## src/rtl/rv32i_encoder.sv

```systemverilog
// RV32I instruction encoder: mnemonic index plus register/immediate fields in, 32-bit
// instruction word and IMEM word address out, through a two-stage valid/ready pipeline.
module rv32i_encoder #(
  parameter int ADDR_W    = 10,
  parameter int ERR_CNT_W = 16
) (
  input  logic                 i_clk,
  input  logic                 i_rst,
  input  logic                 i_clear,
  input  logic                 i_valid,
  output logic                 o_ready,
  input  logic [5:0]           i_op,
  input  logic [4:0]           i_rd,
  input  logic [4:0]           i_rs1,
  input  logic [4:0]           i_rs2,
  input  logic [31:0]          i_imm,
  output logic                 o_valid,
  input  logic                 i_out_ready,
  output logic [31:0]          o_instr,
  output logic [ADDR_W-1:0]    o_addr,
  output logic                 o_err,
  output logic [ERR_CNT_W-1:0] o_err_cnt
);

  typedef enum logic [3:0] {
    FMT_BAD, FMT_U, FMT_J, FMT_I, FMT_B, FMT_S, FMT_SH, FMT_R, FMT_FENCE, FMT_CSR, FMT_FIXED
  } fmt_e;

  localparam logic [6:0] OPC_LUI    = 7'b0110111;
  localparam logic [6:0] OPC_AUIPC  = 7'b0010111;
  localparam logic [6:0] OPC_JAL    = 7'b1101111;
  localparam logic [6:0] OPC_JALR   = 7'b1100111;
  localparam logic [6:0] OPC_BRANCH = 7'b1100011;
  localparam logic [6:0] OPC_LOAD   = 7'b0000011;
  localparam logic [6:0] OPC_STORE  = 7'b0100011;
  localparam logic [6:0] OPC_OPIMM  = 7'b0010011;
  localparam logic [6:0] OPC_OP     = 7'b0110011;
  localparam logic [6:0] OPC_FENCE  = 7'b0001111;
  localparam logic [6:0] OPC_SYSTEM = 7'b1110011;
  localparam logic [6:0] F7_ALT     = 7'b0100000;

  logic        s1_valid;
  logic [5:0]  s1_op;
  logic [4:0]  s1_rd, s1_rs1, s1_rs2;
  logic [31:0] s1_imm;

  fmt_e        fmt;
  logic [6:0]  opc, f7;
  logic [2:0]  f3;
  logic [31:0] fixed_word;
  logic [31:0] enc_instr;
  logic        enc_err;
  logic        i_ok, b_ok, j_ok;
  logic        stall, handshake;

  assign stall     = o_valid & ~i_out_ready;
  assign o_ready   = ~stall;
  assign handshake = o_valid & i_out_ready;

  // Sign-extension checks: the bits above the field width must all equal the field sign bit.
  assign i_ok = (&s1_imm[31:11]) | ~(|s1_imm[31:11]);
  assign b_ok = ((&s1_imm[31:12]) | ~(|s1_imm[31:12])) & ~s1_imm[0];
  assign j_ok = ((&s1_imm[31:20]) | ~(|s1_imm[31:20])) & ~s1_imm[0];

  always_comb begin
    fmt        = FMT_BAD;
    opc        = '0;
    f3         = '0;
    f7         = '0;
    fixed_word = '0;
    case (s1_op)
      6'd0:  begin fmt = FMT_U;  opc = OPC_LUI;    end
      6'd1:  begin fmt = FMT_U;  opc = OPC_AUIPC;  end
      6'd2:  begin fmt = FMT_J;  opc = OPC_JAL;    end
      6'd3:  begin fmt = FMT_I;  opc = OPC_JALR;   end
      6'd4:  begin fmt = FMT_B;  opc = OPC_BRANCH; f3 = 3'd0; end
      6'd5:  begin fmt = FMT_B;  opc = OPC_BRANCH; f3 = 3'd1; end
      6'd6:  begin fmt = FMT_B;  opc = OPC_BRANCH; f3 = 3'd4; end
      6'd7:  begin fmt = FMT_B;  opc = OPC_BRANCH; f3 = 3'd5; end
      6'd8:  begin fmt = FMT_B;  opc = OPC_BRANCH; f3 = 3'd6; end
      6'd9:  begin fmt = FMT_B;  opc = OPC_BRANCH; f3 = 3'd7; end
      6'd10: begin fmt = FMT_I;  opc = OPC_LOAD;   f3 = 3'd0; end
      6'd11: begin fmt = FMT_I;  opc = OPC_LOAD;   f3 = 3'd1; end
      6'd12: begin fmt = FMT_I;  opc = OPC_LOAD;   f3 = 3'd2; end
      6'd13: begin fmt = FMT_I;  opc = OPC_LOAD;   f3 = 3'd4; end
      6'd14: begin fmt = FMT_I;  opc = OPC_LOAD;   f3 = 3'd5; end
      6'd15: begin fmt = FMT_S;  opc = OPC_STORE;  f3 = 3'd0; end
      6'd16: begin fmt = FMT_S;  opc = OPC_STORE;  f3 = 3'd1; end
      6'd17: begin fmt = FMT_S;  opc = OPC_STORE;  f3 = 3'd2; end
      6'd18: begin fmt = FMT_I;  opc = OPC_OPIMM;  f3 = 3'd0; end
      6'd19: begin fmt = FMT_I;  opc = OPC_OPIMM;  f3 = 3'd2; end
      6'd20: begin fmt = FMT_I;  opc = OPC_OPIMM;  f3 = 3'd3; end
      6'd21: begin fmt = FMT_I;  opc = OPC_OPIMM;  f3 = 3'd4; end
      6'd22: begin fmt = FMT_I;  opc = OPC_OPIMM;  f3 = 3'd6; end
      6'd23: begin fmt = FMT_I;  opc = OPC_OPIMM;  f3 = 3'd7; end
      6'd24: begin fmt = FMT_SH; opc = OPC_OPIMM;  f3 = 3'd1; end
      6'd25: begin fmt = FMT_SH; opc = OPC_OPIMM;  f3 = 3'd5; end
      6'd26: begin fmt = FMT_SH; opc = OPC_OPIMM;  f3 = 3'd5; f7 = F7_ALT; end
      6'd27: begin fmt = FMT_R;  opc = OPC_OP;     f3 = 3'd0; end
      6'd28: begin fmt = FMT_R;  opc = OPC_OP;     f3 = 3'd0; f7 = F7_ALT; end
      6'd29: begin fmt = FMT_R;  opc = OPC_OP;     f3 = 3'd1; end
      6'd30: begin fmt = FMT_R;  opc = OPC_OP;     f3 = 3'd2; end
      6'd31: begin fmt = FMT_R;  opc = OPC_OP;     f3 = 3'd3; end
      6'd32: begin fmt = FMT_R;  opc = OPC_OP;     f3 = 3'd4; end
      6'd33: begin fmt = FMT_R;  opc = OPC_OP;     f3 = 3'd5; end
      6'd34: begin fmt = FMT_R;  opc = OPC_OP;     f3 = 3'd5; f7 = F7_ALT; end
      6'd35: begin fmt = FMT_R;  opc = OPC_OP;     f3 = 3'd6; end
      6'd36: begin fmt = FMT_R;  opc = OPC_OP;     f3 = 3'd7; end
      6'd37: begin fmt = FMT_FENCE; opc = OPC_FENCE; end
      6'd38: begin fmt = FMT_FIXED; fixed_word = 32'h0000_100F; end
      6'd39: begin fmt = FMT_FIXED; fixed_word = 32'h0000_0073; end
      6'd40: begin fmt = FMT_FIXED; fixed_word = 32'h0010_0073; end
      6'd41: begin fmt = FMT_CSR; opc = OPC_SYSTEM; f3 = 3'd1; end
      6'd42: begin fmt = FMT_CSR; opc = OPC_SYSTEM; f3 = 3'd2; end
      6'd43: begin fmt = FMT_CSR; opc = OPC_SYSTEM; f3 = 3'd3; end
      6'd44: begin fmt = FMT_CSR; opc = OPC_SYSTEM; f3 = 3'd5; end
      6'd45: begin fmt = FMT_CSR; opc = OPC_SYSTEM; f3 = 3'd6; end
      6'd46: begin fmt = FMT_CSR; opc = OPC_SYSTEM; f3 = 3'd7; end
      default: fmt = FMT_BAD;
    endcase
  end

  // Errored words are emitted as all-zero so a bad word can never look like a real instruction.
  always_comb begin
    enc_instr = '0;
    enc_err   = 1'b0;
    case (fmt)
      FMT_U: begin
        enc_err   = |s1_imm[31:20];
        enc_instr = {s1_imm[19:0], s1_rd, opc};
      end
      FMT_J: begin
        enc_err   = ~j_ok;
        enc_instr = {s1_imm[20], s1_imm[10:1], s1_imm[11], s1_imm[19:12], s1_rd, opc};
      end
      FMT_I: begin
        enc_err   = ~i_ok;
        enc_instr = {s1_imm[11:0], s1_rs1, f3, s1_rd, opc};
      end
      FMT_B: begin
        enc_err   = ~b_ok;
        enc_instr = {s1_imm[12], s1_imm[10:5], s1_rs2, s1_rs1, f3, s1_imm[4:1], s1_imm[11], opc};
      end
      FMT_S: begin
        enc_err   = ~i_ok;
        enc_instr = {s1_imm[11:5], s1_rs2, s1_rs1, f3, s1_imm[4:0], opc};
      end
      FMT_SH: begin
        enc_err   = |s1_imm[31:5];
        enc_instr = {f7, s1_imm[4:0], s1_rs1, f3, s1_rd, opc};
      end
      FMT_R:     enc_instr = {f7, s1_rs2, s1_rs1, f3, s1_rd, opc};
      FMT_FENCE: enc_instr = {s1_imm[11:0], 5'd0, 3'd0, 5'd0, opc};
      FMT_CSR: begin
        enc_err   = |s1_imm[31:12];
        enc_instr = {s1_imm[11:0], s1_rs1, f3, s1_rd, opc};
      end
      FMT_FIXED: enc_instr = fixed_word;
      default:   enc_err   = 1'b1;
    endcase
    if (enc_err) enc_instr = '0;
  end

  always_ff @(posedge i_clk or posedge i_rst) begin
    if (i_rst) begin
      s1_valid <= 1'b0;
      s1_op    <= '0;
      s1_rd    <= '0;
      s1_rs1   <= '0;
      s1_rs2   <= '0;
      s1_imm   <= '0;
      o_valid  <= 1'b0;
      o_instr  <= '0;
      o_err    <= 1'b0;
    end else if (!stall) begin
      s1_valid <= i_valid;
      s1_op    <= i_op;
      s1_rd    <= i_rd;
      s1_rs1   <= i_rs1;
      s1_rs2   <= i_rs2;
      s1_imm   <= i_imm;
      o_valid  <= s1_valid;
      o_instr  <= s1_valid ? enc_instr : '0;
      o_err    <= s1_valid & enc_err;
    end
  end

  // The address only moves on a handshake, so it stays with its word while stalled.
  always_ff @(posedge i_clk or posedge i_rst) begin
    if (i_rst) begin
      o_addr    <= '0;
      o_err_cnt <= '0;
    end else if (i_clear) begin
      o_addr    <= '0;
      o_err_cnt <= '0;
    end else if (handshake) begin
      o_addr <= o_addr + ADDR_W'(1);
      if (o_err && !(&o_err_cnt)) o_err_cnt <= o_err_cnt + ERR_CNT_W'(1);
    end
  end

endmodule

```

## config.mk

```make
export PLATFORM = sky130hd
export DESIGN_NAME = rv32i_encoder
export DESIGN_NICKNAME = d
export VERILOG_FILES = /design/src/rtl/rv32i_encoder.sv
export SDC_FILE = /design/constraint.sdc
export NUM_CORES = 1
export LEC_CHECK = 0
export ABC_AREA = 1
export CAP_MARGIN = 20
export CORE_MARGIN = 1.5
export CORE_UTILIZATION = 45
export CTS_CLUSTER_DIAMETER = 40
export DETAILED_ROUTE_END_ITERATION = 10
export GPL_TIMING_DRIVEN = 0
export PLACE_DENSITY = 0.73
export SYNTH_ARGS = -nofsm -noshare
export SYNTH_HDL_FRONTEND = slang
export SYNTH_SLANG_ARGS = --single-unit
```

## constraint.sdc

```tcl
create_clock -name i_clk -period 3.75 [get_ports i_clk]
set_input_delay 0.5625 -clock i_clk [delete_from_list [all_inputs] [get_ports i_clk]]
set_output_delay 0.5625 -clock i_clk [all_outputs]
set_load 0.01 [all_outputs]
```

==> impl_summary.log <==
INFO  metric outcome = complete, no violations
INFO  metric fin_worst_skew = 0.00727 ns
INFO  metric postLayoutCoreUtil = 0.601
INFO  metric highest_clock_frequency_the_design_can_meet = 289 MHz
INFO  metric placement_rows = 44
INFO  metric power = 4.36 mW
INFO  metric syn_nets = 1,012
INFO  metric fin_crit_period = 3.46 ns
INFO  metric max-cap-violations = 0
INFO  metric drv_slew = 0
INFO  metric power_frac_seq = 0.337
INFO  metric design.portCount = 119
INFO  metric postSynthAreaPerCell = 7.01 um2
INFO  metric final.setup.tns = 0 ns
INFO  metric cts_root_buf = clkbuf_16
INFO  metric asyncSetResetFlopFracSynth = 1.00
INFO  metric overflow_left_after_global_routing = 0
INFO  metric ctsResizeCount = 0
INFO  metric postSynthRegisterBits = 113
INFO  metric setup_violations = 0
INFO  metric synth_edf_count = 0
INFO  metric drt-initial-drc-count = 782
INFO  metric place.port_buffers = 118
INFO  metric criticalPathCategory = primary input to output port
INFO  metric power_frac_clock = 0.397
INFO  metric total_leakage_power = 4.14 nW
INFO  metric cell_type_group_with_the_largest_total_delay_on_the_critical_path = buffers and inverters
INFO  metric detailed_place_hpwl = 15.7 mm
INFO  metric cp.buffers_inverters = 5
INFO  metric worst_r2r_path_depth = 11
INFO  metric fin_cells = 1,286
INFO  metric synthesis.instances = 952
INFO  metric antenna_found_initial = 0
INFO  metric timing.final.hold_violations = 0
INFO  metric worst_ep_required_time = 3.19 ns
INFO  metric hold_path_class = primary input to asynchronous set/reset pin
INFO  metric clock-sinks = 113
INFO  metric logic_depth_of_the_worst_path_buffers_included = 6
INFO  metric inserted_clock_buffers = 17
INFO  metric worst_skew_pair.late_latency = 0.42 ns
INFO  metric critPathSlowestCell = clkdlybuf4s50_1
INFO  metric critical_path_arrival = 2.90 ns
INFO  metric cts-htree-levels = 4
INFO  metric antenna_cells = 0
INFO  metric synthesis.area = 6680 um2
INFO  metric groute.usage.overall = 0.287
INFO  metric nNetsFinal = 1,150
INFO  metric critical_path_peak_fanout = 10
INFO  metric clk_pin_slew_worst_paths = 0.05 ns
INFO  metric netlist.top_cell.by_area = dfrtp_1
INFO  metric netSwitchingPower = 1.45 mW
INFO  metric max-clock-path-buffers = 2
INFO  metric yosys-top-cells-area = dfrtp_1 42%, nand2_1 16%, nor2_1 6.1%, inv_1 5.6%, o21ai_0 5.5%
INFO  metric die-area = 15,600 um2
INFO  metric post-route-drc-count = 0
INFO  metric tritoncts = built
INFO  metric powerDensity = 499 nW/um2
INFO  metric cp-end-kind = output port
INFO  metric routabilityCongestion = 0.950
INFO  metric synth_top_area_frac = 0.424
INFO  metric final.period_utilization = 0.923
INFO  metric floorplan.core_area = 14,500 um2
INFO  metric postCtsHoldBufs = 0
INFO  metric yosysWarningCount = 0
INFO  metric path_cells = clkdlybuf4s50_1, nor2_1, inv_1, clkbuf_1, clkbuf_1, clkdlybuf4s50_1
INFO  metric synth-main-ff-cell = dfrtp_1
INFO  metric drt_pass1_iterations = 6
INFO  metric yosysMostFrequentCell = nand2_1
INFO  metric route.vias.total = 7,221
INFO  metric worst-slew-pin-transition = 0.764 ns
INFO  metric critPathLaunchType = primary input
INFO  metric post_drt_via_cell_ratio = 5.62
INFO  metric power_frac_comb = 0.267
INFO  metric detail_route.wirelength = 21.7 mm
INFO  metric grt_pass1_wl = 35.4 mm
INFO  metric floorplan.die.height = 125 um
INFO  metric via_count_of_the_first_global_routing_pass = 6,791
INFO  metric die_wd = 125 um
INFO  metric detail_route.wl_per_cell = 16.9 um
INFO  metric synth-seq-area-share = 0.424
INFO  metric synth_common_cells = 280 x nand2_1, 113 x dfrtp_1, 109 x nor2_1
INFO  metric critPathMaxStageDelay = 0.65 ns
INFO  metric place_inst = 1,255
INFO  metric grt_start_max_net_pins = 88
INFO  metric number_of_distinct_standard_cells_referenced_by_the_synthesized_netlist = 36
INFO  metric rsz0062_at_grt = false
INFO  metric slew-limit-headroom = 0.490
INFO  metric synthToLayoutAreaGrowth = 30.9%
INFO  metric cts_post_setup_buffers_inserted = 0
INFO  metric worst_hold_slack = 0.473 ns
INFO  metric ir_drop = 0.375 mV
INFO  metric intPower = 2.91 mW
INFO  metric sw_frac_of_total = 0.333
INFO  metric antenna_violating_nets_post_route = 0
INFO  metric post_route_cells_drive_above_1_share = 0.0744
INFO  metric start_util = 0.459
[cells by family after synthesis]
logic type / Yosys count / share of synthesized area
AO/OA/AOI/OAI: 152 / 0.132
XOR/XNOR: 2 / 0.00262
adder cells (fa/ha/maj): 2 / 0.00375
buffers and inverters: 146 / 0.0875
flip-flops: 113 / 0.424
AND/OR/NAND/NOR: 537 / 0.351
[path summary, 6_finish.rpt]
kind	end	slack [ns]	from
worst max register to register	o_instr[19]$_DFFE_PP0N_	1.33	s1_op[0]$_DFFE_PP0N_
worst max-delay path	o_ready	0.29	i_out_ready
min in group i_clk	o_instr[15]$_DFFE_PP0N_	0.48	o_instr[15]$_DFFE_PP0N_
max in group asynchronous	s1_imm[28]$_DFFE_PP0N_	2.56	i_rst
worst min register to register	o_instr[15]$_DFFE_PP0N_	0.48	o_instr[15]$_DFFE_PP0N_
worst min-delay path	o_instr[12]$_DFFE_PP0N_	0.47	i_rst
[sequential cells by signal, summed over array words and instances, names as in the netlist]
signal and count:
s1_imm 32, o_instr 31, o_err_cnt 16, o_addr 10, s1_op 6, s1_rd 5, s1_rs1 5, s1_rs2 5
o_err 1, o_valid 1, s1_valid 1
[power by group through the flow]
stage	registers [mW]	logic, mW	clock network [mW]
after floorplan	1.48	0.683	0
after detailed placement	1.48	1.14	0
after global routing	1.48	1.27	1.80
after global placement	1.48	1.12	0
after CTS	1.47	1.15	1.74
final	1.47	1.16	1.73
[worst reg2reg max path: cells and delay by family (launching register included)]
| family | cells | cell delay, ns |
|---|---|---|
| simple gates | 9 | 1.49 |
| buf+inv | 2 | 0.34 |
| flops | 1 | 0.48 |
[cell usage in the layout, fill, tap and decap left out, types with 3 or more instances in the layout]
master	n
a211oi_1	3
a21oi_1	32
a31o_2	5
buf_1	5
buf_2	8
buf_4	3
bufinv_16	4
clkbuf_1	23
clkbuf_16	17
clkdlybuf4s50_1	118
clkinv_2	3
dfrtp_1	113
inv_1	98
inv_2	8
nand2_1	280
nand2_2	3
nand3_1	55
nand4_1	51
nor2_1	109
nor2_2	8
nor3_1	18
nor4_1	3
o21ai_0	73
o21bai_2	8
o22ai_1	24
[through the flow]
stage / setup slack (ns) / area (um2)
floorplan: 0.200 / 6680
global placement: -1.58 / 8090
detailed placement: 0.356 / 8120
CTS: 0.333 / 8740
global route: 0.159 / 8740
finish: 0.287 / 8740
[area by class of cell]
cell class / instances / area, um2
Multi-Input combinational cell: 693 / 3260
Inverter: 107 / 407
Fill cell: 1386 / 5790
Clock buffer: 21 / 460
Sequential cell: 113 / 2830
Tap cell: 184 / 230
Clock inverter: 10 / 159
Buffer: 39 / 183
Timing Repair Buffer: 119 / 1210
[routing by layer]
metal | routed length (um) | global-route usage | up-vias
li1 | - | - | 3415
met1 | 9350 | 0.389 | 3315
met2 | 9660 | 0.445 | 428
met3 | 1920 | 0.0520 | 63
met4 | 810 | 0.140 | 0
met5 | 0 | 0 | -
No activity file was read; power rests on OpenSTA's default activity.
